### src/rtl/usb_buf_pkg.sv
// usb_buf_pkg: shared sizes, FSM state type and the
// AHB access-size to byte-count helper for the USB buffer arbiter.
package usb_buf_pkg;

  localparam int BUF_DEPTH = 64;
  localparam int PTR_W     = 6;
  localparam int OCC_W     = 7;

  typedef enum logic [1:0] {
    IDLE,
    AHB_XFER,
    USB_XFER
  } state_t;

  function automatic logic [2:0] size_bytes(input logic [1:0] size);
    case (size)
      2'd0:    return 3'd1;
      2'd1:    return 3'd2;
      default: return 3'd4;
    endcase
  endfunction

endpackage

### src/rtl/usb_buffer_arbiter_if.sv
// usb_buffer_arbiter_if: AHB strobes/data, USB RX/TX handshakes and
// buffer status. master = AHB slave + USB engines, slave = arbiter.
interface usb_buffer_arbiter_if;
  import usb_buf_pkg::*;

  logic             storeTxData;
  logic             getRxData;
  logic [1:0]       dataSize;
  logic [31:0]      txData;
  logic [31:0]      rxData;
  logic             ahbDone;
  logic             ahbErr;
  logic             rxStore;
  logic [7:0]       rxByte;
  logic             rxAck;
  logic             rxOverflow;
  logic             txGet;
  logic [7:0]       txByte;
  logic             txAck;
  logic             txUnderflow;
  logic [OCC_W-1:0] bufferOccupancy;
  logic             bufferEmpty;
  logic             bufferFull;

  modport master (
    output storeTxData, getRxData, dataSize, txData,
    output rxStore, rxByte, txGet,
    input  rxData, ahbDone, ahbErr,
    input  rxAck, rxOverflow, txByte, txAck, txUnderflow,
    input  bufferOccupancy, bufferEmpty, bufferFull
  );

  modport slave (
    input  storeTxData, getRxData, dataSize, txData,
    input  rxStore, rxByte, txGet,
    output rxData, ahbDone, ahbErr,
    output rxAck, rxOverflow, txByte, txAck, txUnderflow,
    output bufferOccupancy, bufferEmpty, bufferFull
  );

endinterface

### src/rtl/usb_byte_store.sv
// usb_byte_store: 64x8 endpoint buffer array.
// Ports: clk, we/waddr/wdata (sync write), raddr/rdata (async read).
module usb_byte_store
  import usb_buf_pkg::*;
(
  input  logic             clk,
  input  logic             we,
  input  logic [PTR_W-1:0] waddr,
  input  logic [7:0]       wdata,
  input  logic [PTR_W-1:0] raddr,
  output logic [7:0]       rdata
);

  logic [7:0] mem [BUF_DEPTH];

  always_ff @(posedge clk) begin
    if (we) mem[waddr] <= wdata;
  end

  assign rdata = mem[raddr];

endmodule

### src/rtl/usb_buffer_arbiter.sv
// usb_buffer_arbiter: shares the byte port of the endpoint buffer
// between AHB bursts and USB byte requests. Ports: clk, rst, flush, bus.
module usb_buffer_arbiter
  import usb_buf_pkg::*;
(
  input  logic clk,
  input  logic rst,
  input  logic flush,
  usb_buffer_arbiter_if.slave bus
);

  state_t state, state_n;

  logic             last_ahb;
  logic             pend, pend_wr;
  logic [2:0]       pend_n;
  logic [31:0]      pend_data;
  logic             cur_wr;
  logic [2:0]       cur_n;
  logic [31:0]      cur_data;
  logic [1:0]       idx;
  logic             usb_rx;
  logic [PTR_W-1:0] wptr, rptr;
  logic [OCC_W-1:0] occ, occ_nxt;
  logic             empty, full;
  logic [31:0]      rd_acc, rd_word, rx_data_q;
  logic [7:0]       tx_byte_q, rdata, mem_wd;
  logic             done_q, err_q;
  logic             rx_ack_q, rx_ovf_q;
  logic             tx_ack_q, tx_unf_q;

  logic             new_pulse, ahb_valid, ahb_ok;
  logic             rx_req, tx_req, usb_valid;
  logic             req_wr;
  logic [2:0]       req_n;
  logic [31:0]      req_data;
  logic             grant_ahb, grant_usb;
  logic             mem_we, do_rd, last_byte;

  // A second pulse while an op is pending or bursting is dropped.
  assign new_pulse = (bus.storeTxData | bus.getRxData)
                   & ~pend & (state != AHB_XFER);
  assign ahb_valid = pend | new_pulse;
  assign req_wr    = pend ? pend_wr   : bus.storeTxData;
  assign req_n     = pend ? pend_n    : size_bytes(bus.dataSize);
  assign req_data  = pend ? pend_data : bus.txData;
  assign ahb_ok    = req_wr
                   ? (7'(BUF_DEPTH) - occ) >= {4'b0, req_n}
                   : occ >= {4'b0, req_n};

  // Level requests are still high in the ack cycle; mask them there.
  assign rx_req    = bus.rxStore & ~rx_ack_q;
  assign tx_req    = bus.txGet & ~tx_ack_q;
  assign usb_valid = rx_req | tx_req;

  assign occ_nxt = occ + {6'b0, mem_we} - {6'b0, do_rd};
  assign rd_word = rd_acc | ({24'b0, rdata} << {idx, 3'b000});

  usb_byte_store u_store (
    .clk   (clk),
    .we    (mem_we),
    .waddr (wptr),
    .wdata (mem_wd),
    .raddr (rptr),
    .rdata (rdata)
  );

  always_ff @(posedge clk or posedge rst) begin
    if (rst) state <= IDLE;
    else     state <= state_n;
  end

  always_comb begin
    state_n   = state;
    grant_ahb = 1'b0;
    grant_usb = 1'b0;
    mem_we    = 1'b0;
    mem_wd    = 8'h00;
    do_rd     = 1'b0;
    last_byte = 1'b0;
    if (flush) begin
      state_n = IDLE;
    end else begin
      unique case (state)
        IDLE: begin
          // Tie goes to whoever was not granted last.
          grant_ahb = ahb_valid & (~usb_valid | ~last_ahb);
          grant_usb = usb_valid & ~grant_ahb;
          if (grant_ahb && ahb_ok) state_n = AHB_XFER;
          else if (grant_usb)      state_n = USB_XFER;
        end
        AHB_XFER: begin
          last_byte = ({1'b0, idx} == cur_n - 3'd1);
          if (cur_wr) begin
            mem_we = 1'b1;
            mem_wd = cur_data[{idx, 3'b000} +: 8];
          end else begin
            do_rd = 1'b1;
          end
          if (last_byte) state_n = IDLE;
        end
        USB_XFER: begin
          state_n = IDLE;
          if (usb_rx) begin
            mem_we = ~full;
            mem_wd = bus.rxByte;
          end else begin
            do_rd = ~empty;
          end
        end
        default: state_n = IDLE;
      endcase
    end
  end

  always_ff @(posedge clk or posedge rst) begin
    if (rst) begin
      last_ahb  <= 1'b1;
      pend      <= 1'b0;
      pend_wr   <= 1'b0;
      pend_n    <= 3'd0;
      pend_data <= 32'h0;
      cur_wr    <= 1'b0;
      cur_n     <= 3'd0;
      cur_data  <= 32'h0;
      idx       <= 2'd0;
      usb_rx    <= 1'b0;
      wptr      <= '0;
      rptr      <= '0;
      occ       <= '0;
      empty     <= 1'b1;
      full      <= 1'b0;
      rd_acc    <= 32'h0;
      rx_data_q <= 32'h0;
      tx_byte_q <= 8'h00;
      done_q    <= 1'b0;
      err_q     <= 1'b0;
      rx_ack_q  <= 1'b0;
      rx_ovf_q  <= 1'b0;
      tx_ack_q  <= 1'b0;
      tx_unf_q  <= 1'b0;
    end else begin
      done_q   <= 1'b0;
      err_q    <= 1'b0;
      rx_ack_q <= 1'b0;
      rx_ovf_q <= 1'b0;
      tx_ack_q <= 1'b0;
      tx_unf_q <= 1'b0;
      if (flush) begin
        wptr  <= '0;
        rptr  <= '0;
        occ   <= '0;
        empty <= 1'b1;
        full  <= 1'b0;
        pend  <= 1'b0;
        if (state == AHB_XFER) err_q <= 1'b1;
      end else begin
        if (new_pulse) begin
          pend      <= 1'b1;
          pend_wr   <= bus.storeTxData;
          pend_n    <= size_bytes(bus.dataSize);
          pend_data <= bus.txData;
        end
        if (grant_ahb | grant_usb) last_ahb <= grant_ahb;
        if (grant_ahb) begin
          pend <= 1'b0;
          if (ahb_ok) begin
            cur_wr   <= req_wr;
            cur_n    <= req_n;
            cur_data <= req_data;
            idx      <= 2'd0;
            rd_acc   <= 32'h0;
          end else begin
            err_q <= 1'b1;
          end
        end
        if (grant_usb) usb_rx <= rx_req;
        if (mem_we) wptr <= wptr + 6'd1;
        if (do_rd)  rptr <= rptr + 6'd1;
        occ   <= occ_nxt;
        empty <= (occ_nxt == '0);
        full  <= (occ_nxt == 7'(BUF_DEPTH));
        if (state == AHB_XFER) begin
          idx <= idx + 2'd1;
          if (!cur_wr) rd_acc <= rd_word;
          if (last_byte) begin
            done_q <= 1'b1;
            if (!cur_wr) rx_data_q <= rd_word;
          end
        end
        if (state == USB_XFER) begin
          if (usb_rx) begin
            rx_ack_q <= 1'b1;
            rx_ovf_q <= full;
          end else begin
            tx_ack_q  <= 1'b1;
            tx_unf_q  <= empty;
            tx_byte_q <= empty ? 8'h00 : rdata;
          end
        end
      end
    end
  end

  assign bus.rxData          = rx_data_q;
  assign bus.ahbDone         = done_q;
  assign bus.ahbErr          = err_q;
  assign bus.rxAck           = rx_ack_q;
  assign bus.rxOverflow      = rx_ovf_q;
  assign bus.txByte          = tx_byte_q;
  assign bus.txAck           = tx_ack_q;
  assign bus.txUnderflow     = tx_unf_q;
  assign bus.bufferOccupancy = occ;
  assign bus.bufferEmpty     = empty;
  assign bus.bufferFull      = full;

endmodule

### src/flat_wrapper.sv
// flat-port wrapper written by rule: the top's interface ports become plain ports
module usb_buffer_arbiter_flat import usb_buf_pkg::*;
  (clk, rst, flush, bus_storeTxData, bus_getRxData, bus_dataSize, bus_txData, bus_rxStore, bus_rxByte, bus_txGet, bus_rxData, bus_ahbDone, bus_ahbErr, bus_rxAck, bus_rxOverflow, bus_txByte, bus_txAck, bus_txUnderflow, bus_bufferOccupancy, bus_bufferEmpty, bus_bufferFull);
  usb_buffer_arbiter_if bus_i ();
  input  logic clk;
  input  logic rst;
  input  logic flush;
  input wire logic [$bits(bus_i.storeTxData)-1:0] bus_storeTxData;
  input wire logic [$bits(bus_i.getRxData)-1:0] bus_getRxData;
  input wire logic [$bits(bus_i.dataSize)-1:0] bus_dataSize;
  input wire logic [$bits(bus_i.txData)-1:0] bus_txData;
  input wire logic [$bits(bus_i.rxStore)-1:0] bus_rxStore;
  input wire logic [$bits(bus_i.rxByte)-1:0] bus_rxByte;
  input wire logic [$bits(bus_i.txGet)-1:0] bus_txGet;
  output wire logic [$bits(bus_i.rxData)-1:0] bus_rxData;
  output wire logic [$bits(bus_i.ahbDone)-1:0] bus_ahbDone;
  output wire logic [$bits(bus_i.ahbErr)-1:0] bus_ahbErr;
  output wire logic [$bits(bus_i.rxAck)-1:0] bus_rxAck;
  output wire logic [$bits(bus_i.rxOverflow)-1:0] bus_rxOverflow;
  output wire logic [$bits(bus_i.txByte)-1:0] bus_txByte;
  output wire logic [$bits(bus_i.txAck)-1:0] bus_txAck;
  output wire logic [$bits(bus_i.txUnderflow)-1:0] bus_txUnderflow;
  output wire logic [$bits(bus_i.bufferOccupancy)-1:0] bus_bufferOccupancy;
  output wire logic [$bits(bus_i.bufferEmpty)-1:0] bus_bufferEmpty;
  output wire logic [$bits(bus_i.bufferFull)-1:0] bus_bufferFull;
  assign bus_i.storeTxData = bus_storeTxData;
  assign bus_i.getRxData = bus_getRxData;
  assign bus_i.dataSize = bus_dataSize;
  assign bus_i.txData = bus_txData;
  assign bus_i.rxStore = bus_rxStore;
  assign bus_i.rxByte = bus_rxByte;
  assign bus_i.txGet = bus_txGet;
  assign bus_rxData = bus_i.rxData;
  assign bus_ahbDone = bus_i.ahbDone;
  assign bus_ahbErr = bus_i.ahbErr;
  assign bus_rxAck = bus_i.rxAck;
  assign bus_rxOverflow = bus_i.rxOverflow;
  assign bus_txByte = bus_i.txByte;
  assign bus_txAck = bus_i.txAck;
  assign bus_txUnderflow = bus_i.txUnderflow;
  assign bus_bufferOccupancy = bus_i.bufferOccupancy;
  assign bus_bufferEmpty = bus_i.bufferEmpty;
  assign bus_bufferFull = bus_i.bufferFull;
  usb_buffer_arbiter u_core (.clk(clk), .rst(rst), .flush(flush), .bus(bus_i));
endmodule
### config.mk
export PLATFORM = sky130hd
export DESIGN_NAME = usb_buffer_arbiter_flat
export DESIGN_NICKNAME = d
export VERILOG_FILES = /design/src/rtl/usb_buf_pkg.sv /design/src/rtl/usb_buffer_arbiter_if.sv /design/src/rtl/usb_byte_store.sv /design/src/rtl/usb_buffer_arbiter.sv /design/src/flat_wrapper.sv
export SDC_FILE = /design/constraint.sdc
export NUM_CORES = 1
export LEC_CHECK = 0
export BUFFER_PORTS_ARGS = -buffer_cell sky130_fd_sc_hd__buf_2
export CELL_PAD_IN_SITES_DETAIL_PLACEMENT = 0
export CELL_PAD_IN_SITES_GLOBAL_PLACEMENT = 1
export CORE_MARGIN = 2
export CORE_UTILIZATION = 40
export DETAILED_ROUTE_END_ITERATION = 8
export GPL_TIMING_DRIVEN = 0
export PLACE_DENSITY_LB_ADDON = 0.1
export SYNTH_ARGS = -nofsm -noshare
export SYNTH_HDL_FRONTEND = slang
export SYNTH_SLANG_ARGS = --single-unit
### constraint.sdc
create_clock -name clk -period 7.35 [get_ports clk]
set_input_delay 1.47 -clock clk [delete_from_list [all_inputs] [get_ports clk]]
set_output_delay 1.47 -clock clk [all_outputs]
set_load 0.05 [all_outputs]
# Word level (Yosys, flattened, before mapping)
# Memories as Yosys holds them, arrays and structs flattened.
# Cells that the tools add are included.
[op_classes] add_sub_neg=7 order_cmp=2 n_eq_ne=8 shifts=2 n_mux=67 bitwise_logic=23 n_reduce_logical=17
[ops] operator="$mux W32" n=5
[ops] operator="$mux W1" n=40
[ops] operator="$mux W8" n=4
[ops] operator="$or A32 B32 Y32" n=1
[ops] operator="$shiftx A32 B6 Y8" n=1
[ops] operator="$shl A8 B5 Y32" n=1
[ops] operator="$mux W6" n=4
[ops] operator="$pmux W8 S2" n=1
[ops] operator="$ge A7 B3 Y1" n=2
[ops] operator="$mux W2" n=7
[ops] operator="$add A6 B1 Y6 const B" n=2
[ops] operator="$not A1 Y1" n=11
[ops] operator="$reduce_and A3 Y1" n=3
[ops] operator="$reduce_and A2 Y1" n=4
[ops] operator="$reduce_bool A2 Y1" n=4
[ops] operator="$add A7 B1 Y7" n=1
[ops] operator="$eq A7 B7 Y1 const B" n=1
[ops] operator="$logic_not A7 Y1" n=1
[ops] operator="$mux W7" n=1
[ops] operator="$sub A7 B1 Y7" n=1
[ops] operator="$sub A7 B7 Y7 const A" n=1
[ops] operator="$and A1 B1 Y1" n=6
[ops] operator="$pmux W3 S2" n=1
[ops] operator="$or A1 B1 Y1" n=5
[ops] operator="15 further kinds" n=18
[totals] regBits=178 ramBits=512 input_bits=49 output_inout_bits=55 elab_cells=152 mem_count=1
[memory_table] memory="u_core.u_store.mem" depth=64 width=8 read_ports=1 rd_ports_with_merged_regs=0 wr=1 line="usb_byte_store.sv:14" rtl="logic [7:0] mem [BUF_DEPTH];"

# Logic depth before layout (Yosys ltp)
[depth] word_depth=12 mapped_depth=16 ltp_nobuf=16

# Cells and area by module
# A second synthesis with hierarchy kept.
[unflattened] hier_cells=1693 area_unflattened_um2=28233.3
[modules_own_cells] mod="usb_byte_store" instances=1 cells_each=932 area_per_inst_um2=20006.7 seq_area_each_um2=15374.7
[modules_own_cells] mod="usb_buffer_arbiter" instances=1 cells_each=761 area_per_inst_um2=8226.6 seq_area_each_um2=4456.8

# Least setup slack after synthesis
# OpenSTA, ideal clock, no wires.
[synth_path] path_type="input -> register" from="input flush" to="memory u_core.u_store.mem[0][0] (data pin)" setup_ns=0.499 t_arrival_ns=3.317 t_required_ns=6.851 path_slack_ns=3.535 cell_stages=3 path_buffers=1 cell_sequence="nand2b_1 clkbuf_1 nor2_1"
[synth_via] elab_chain_cells=1
[synth_lines] item="from (decl)" line="flat_wrapper.sv:7" rtl="input logic flush;"
[synth_lines] item="$mux W8" line="usb_buffer_arbiter.sv:81" rtl="if (flush) begin"
[synth_lines] item="named net u_core.mem_wd[0]" line="usb_buffer_arbiter.sv:27" rtl="logic [7:0] tx_byte_q, rdata, mem_wd;"
[synth_lines] item="to (decl)" line="usb_byte_store.sv:14"
# The timed path passes the listed nets, and every way through them passes these cells.

# Worst setup path in the final report
[layout_path] from="input flush" to="register u_core.full (netlist: u_core.bus.bufferFull)"
[layout_via] elab_chain_cells=5 word_cells_on_any_way=6 cone_classes="add/sub (2); eq/ne (1); mux (3)"
[layout_lines] item="$mux W1" line="usb_buffer_arbiter.sv:81"
[layout_lines] item="$add A7 B1 Y7" line="usb_buffer_arbiter.sv:56" rtl="assign occ_nxt = occ + {6'b0, mem_we} - {6'b0, do_rd};"
[layout_lines] item="$sub A7 B1 Y7" line="usb_buffer_arbiter.sv:56"
[layout_lines] item="$eq A7 B7 Y1" line="usb_buffer_arbiter.sv:182" rtl="full <= (occ_nxt == 7'(BUF_DEPTH));"
[layout_lines] item="$mux W1 (*)" line="usb_buffer_arbiter.sv:149" rtl="if (flush) begin"
[layout_lines] item="to (signal assigned)" line="usb_buffer_arbiter.sv:182"
[layout_lines] item="to (decl)" line="usb_buffer_arbiter.sv:25" rtl="logic empty, full;"
# Every way passes the cells marked *; elsewhere a longest branch is shown, timed or not.
# A chain may end at the register's enable or synchronous reset.

==> summary.txt <==
STA
  – Slew Limit Headroom: 0.250
  – Min Tclk post-route: 4180 ps
  – Max Fclk: 239 MHz
  – Final setup viols: 0
  – Setup TNS: 0 ps
  – RSZ-0062 raised after global routing: false
  – Final hold vios: 0
  – Max Slew Vio Count: 0
  – WHS: 474 ps
  – Worst slew pin tran: 1120 ps
  – Skew final: 31.4 ps
  – Fin crit share: 0.569

Floorplan
  – Initial Utilization: 0.402
  – Die extent in x: 272 µm
  – Die span in y: 272 µm
  – IO Pins: 104
  – Die ar.: 73800 µm²
  – Core ar.: 71200 µm²
  – Rows: 98

Worst hold path
  – Min-delay worst type: reg2reg

Route
  – Via-per-instance ratio: 5.51
  – First drt pass iteration count: 6
  – Met1 wire length: 35500 µm
  – DR DRC count: 0
  – Final ANT Viol Nets: 0
  – DRT Wirelength: 81000 µm
  – Via count: 16.4k
  – Wire per inst: 27.2 µm
  – Top sig layer: met4
  – DRT iter0 DRCs: 1383
  – Met3 routed WL: 3900 µm
  – Met2 wire length: 39800 µm

Finish
  – Share of post-route cells with drive strength above 1: 0.211
  – Fin nets: 2041
  – Design area: 33100 µm²
  – Synthesis-to-finish area growth: 15.4%
  – Non-filler instance count after layout: 2974
  – Diode count: 0

CTS
  – TritonCTS Buffers: 77
  – PostCTS Resize Cnt: 0
  – TritonCTS clock tree: yes
  – H-tree Lvls: 3
  – Bufs on Longest Clock Path: 3
  – Sink Count: 690
  – # hold bufs at CTS: 0
  – Setup bufs post-CTS: 0
  – Clk Latency, worst-skew pair: 630 ps
  – Clock-pin slew on the worst setup and hold paths: 50 ps
  – Clk Tree Root Cell: clkbuf_16

Critical path
  – CP Cell Sequence: buf_2 -> nand2b_1 -> clkbuf_1 -> nor2_1 -> ha_1 -> inv_1 -> ha_1 -> inv_1 -> fa_1 -> o21bai_1 -> a21oi_1 -> o21bai_1 -> a21oi_1 -> xor2_1 -> nor3b_1
  – Worst Path Required: 7870 ps
  – Worst setup EP type: flop
  – Setup crit start kind: input pin
  – Max incr delay on CP: 830 ps
  – WP buf/inv: 4
  – Crit Path Category: in2reg
  – CP Max Fanout: 10
  – Top delay family on crit path: buffers and inverters
  – Worst endpoint data arrival time: 4700 ps
  – Slowest CP cell: clkbuf_1

Logic synthesis
  – Synth cell types: 70
  – Mapped Cells: 1774
  – Syn nets: 1850
  – Synthesis-stage register bit count: 690
  – Synthesized area per cell: 16.2 µm²
  – Sequential share of the synthesized area: 0.692
  – Asr flop ratio synth: 0.258
  – EDFF count, synth: 512
  – Synth warn: 0
  – Post-synthesis cell area: 28700 µm²
  – Main synth FF type: edfxtp_1

Power and ir drop
  – Power density over the cells: 315 nW/µm²
  – Static Leak: 11.2 nW
  – Peak VDD IR: 0.000181 V

Global route
  – Largest net degree at the start of global routing: 117
  – Number of global-route vias before repair: 16.3k
  – Total Routing Usage GR: 0.218
  – Grt total ovfl: 0
  – Initial antenna violation count: 0
  – First-pass GRT wire length: 116000 µm

Place
  – DP Wirelength: 55400 µm
  – Port bufs: 103
  – Placed cell areas: 30600 µm²
  – GP Congestion: 0.794
  – Cells after DPL: 2836

Outcome
  – Status: completed

Flow run
  – Max Cap Viol: 0
==> synth_stat cells (9+ instances only) <==
library cell	number	area share
buf_2	24	0.0042
a22oi_1	61	0.016
o2bb2ai_1	24	0.0073
mux2_2	43	0.017
nand2b_1	16	0.0035
nor2_1	156	0.020
xnor2_1	10	0.0031
ha_1	26	0.011
buf_1	12	0.0016
o21ai_1	31	0.0054
inv_1	23	0.0030
nor2b_1	22	0.0048
and3_1	9	0.0020
nand2_1	54	0.0071
buf_6	14	0.0055
nand3_1	32	0.0056
a21oi_1	60	0.010
clkbuf_1	27	0.0035
o21ai_0	26	0.0045
mux2i_1	181	0.063
o22ai_1	18	0.0039
buf_4	12	0.0031
mux4_2	78	0.061
edfxtp_1	512	0.54
xor2_1	9	0.0027
dfrtp_1	176	0.15
==> path summary, 6_finish.rpt <==
path | depth (start not counted) | end | from | slack [ps]
max | 15 | u_core.bus.bufferFull | flush | 3170
max reg2reg | 16 | u_core.bus.bufferFull | u_core.state[1] | 3410
min | 2 | u_core.bus.txByte[2] | u_core.bus.txByte[2] | 470
max in group asynchronous | 3 | u_core.pend_data[25] | rst | 5490
min reg2reg | 2 | u_core.bus.txByte[2] | u_core.bus.txByte[2] | 470
min in group asynchronous | 2 | u_core.pend_data[6] | rst | 870
==> cell usage in the layout, fill, tap and decap left out, drive strengths merged, types with 32 or more instances in the layout <==
cell    netlist  final
nand3        32     32
edfxtp      512    512
o21ai        57     57
a21oi        63     63
buf          66    178
mux2         43     43
clkbuf       27    121
mux2i       181    181
mux4         82     82
a22oi        61     61
dfrtp       176    176
nor2        157    157
clkinv        0     34
nand2        54     54
==> metal layers <==
metal | GRT usage | vias up
li1 | - | 7267
met1 | 0.302 | 8565
met2 | 0.364 | 450
met3 | 0.0329 | 116
met4 | 0.0535 | 0
met5 | 0 | -
==> stage by stage <==
step	util	worst slack (ps)	power [mW]
after floorplan	-	1050	6.11
after global placement	0.426	-1340	6.68
after detailed placement	0.430	2530	6.73
after CTS	0.465	3150	10.5
after global routing	0.465	2920	10.8
final	0.465	3170	10.4
==> worst min-delay path: stages, from the launching register on <==
cell and delay (ps):
dfrtp_1 330, nand2_1 40, o21ai_0 60
==> power breakdown <==
group / internal (mW) / total (mW) / switching [mW]
Sequential: 4.53 / 4.72 / 0.191
Combinational: 0.728 / 1.92 / 1.20
Clock: 2.23 / 3.78 / 1.55
==> logic make-up after synthesis <==
logic type | share of synthesized area
AOI/OAI and AO/OA | 0.0676
xor gates and xnor gates | 0.00580
adders and majority gates | 0.0120
buffers and inverters | 0.0234
DFF | 0.692
muxes | 0.145
and+or+nand+nor | 0.0545
==> area by class of cell <==
| cell class | count | area, µm² |
|---|---|---|
| fill | 6246 | 38100 |
| sequential | 690 | 19800 |
| multi-input combinational | 968 | 8230 |
| clock buffer | 94 | 2040 |
| tap | 950 | 1190 |
| timing repair buffer | 112 | 703 |
| buffer | 93 | 584 |
| clock inverter | 44 | 417 |
| inverter | 23 | 93.8 |
==> registers in the layout (all words and copies together), names as in the netlist, 6 cells and up <==
signal / cells
u_core.bus.bufferOccupancy: 7
u_core.rd_acc: 32
u_core.bus.rxData: 32
u_core.bus.txByte: 8
u_core.cur_data: 32
u_core.u_store.mem: 512
u_core.wptr: 6
u_core.rptr: 6
u_core.pend_data: 32
Note: power is estimated with default switching activity, not from simulation.
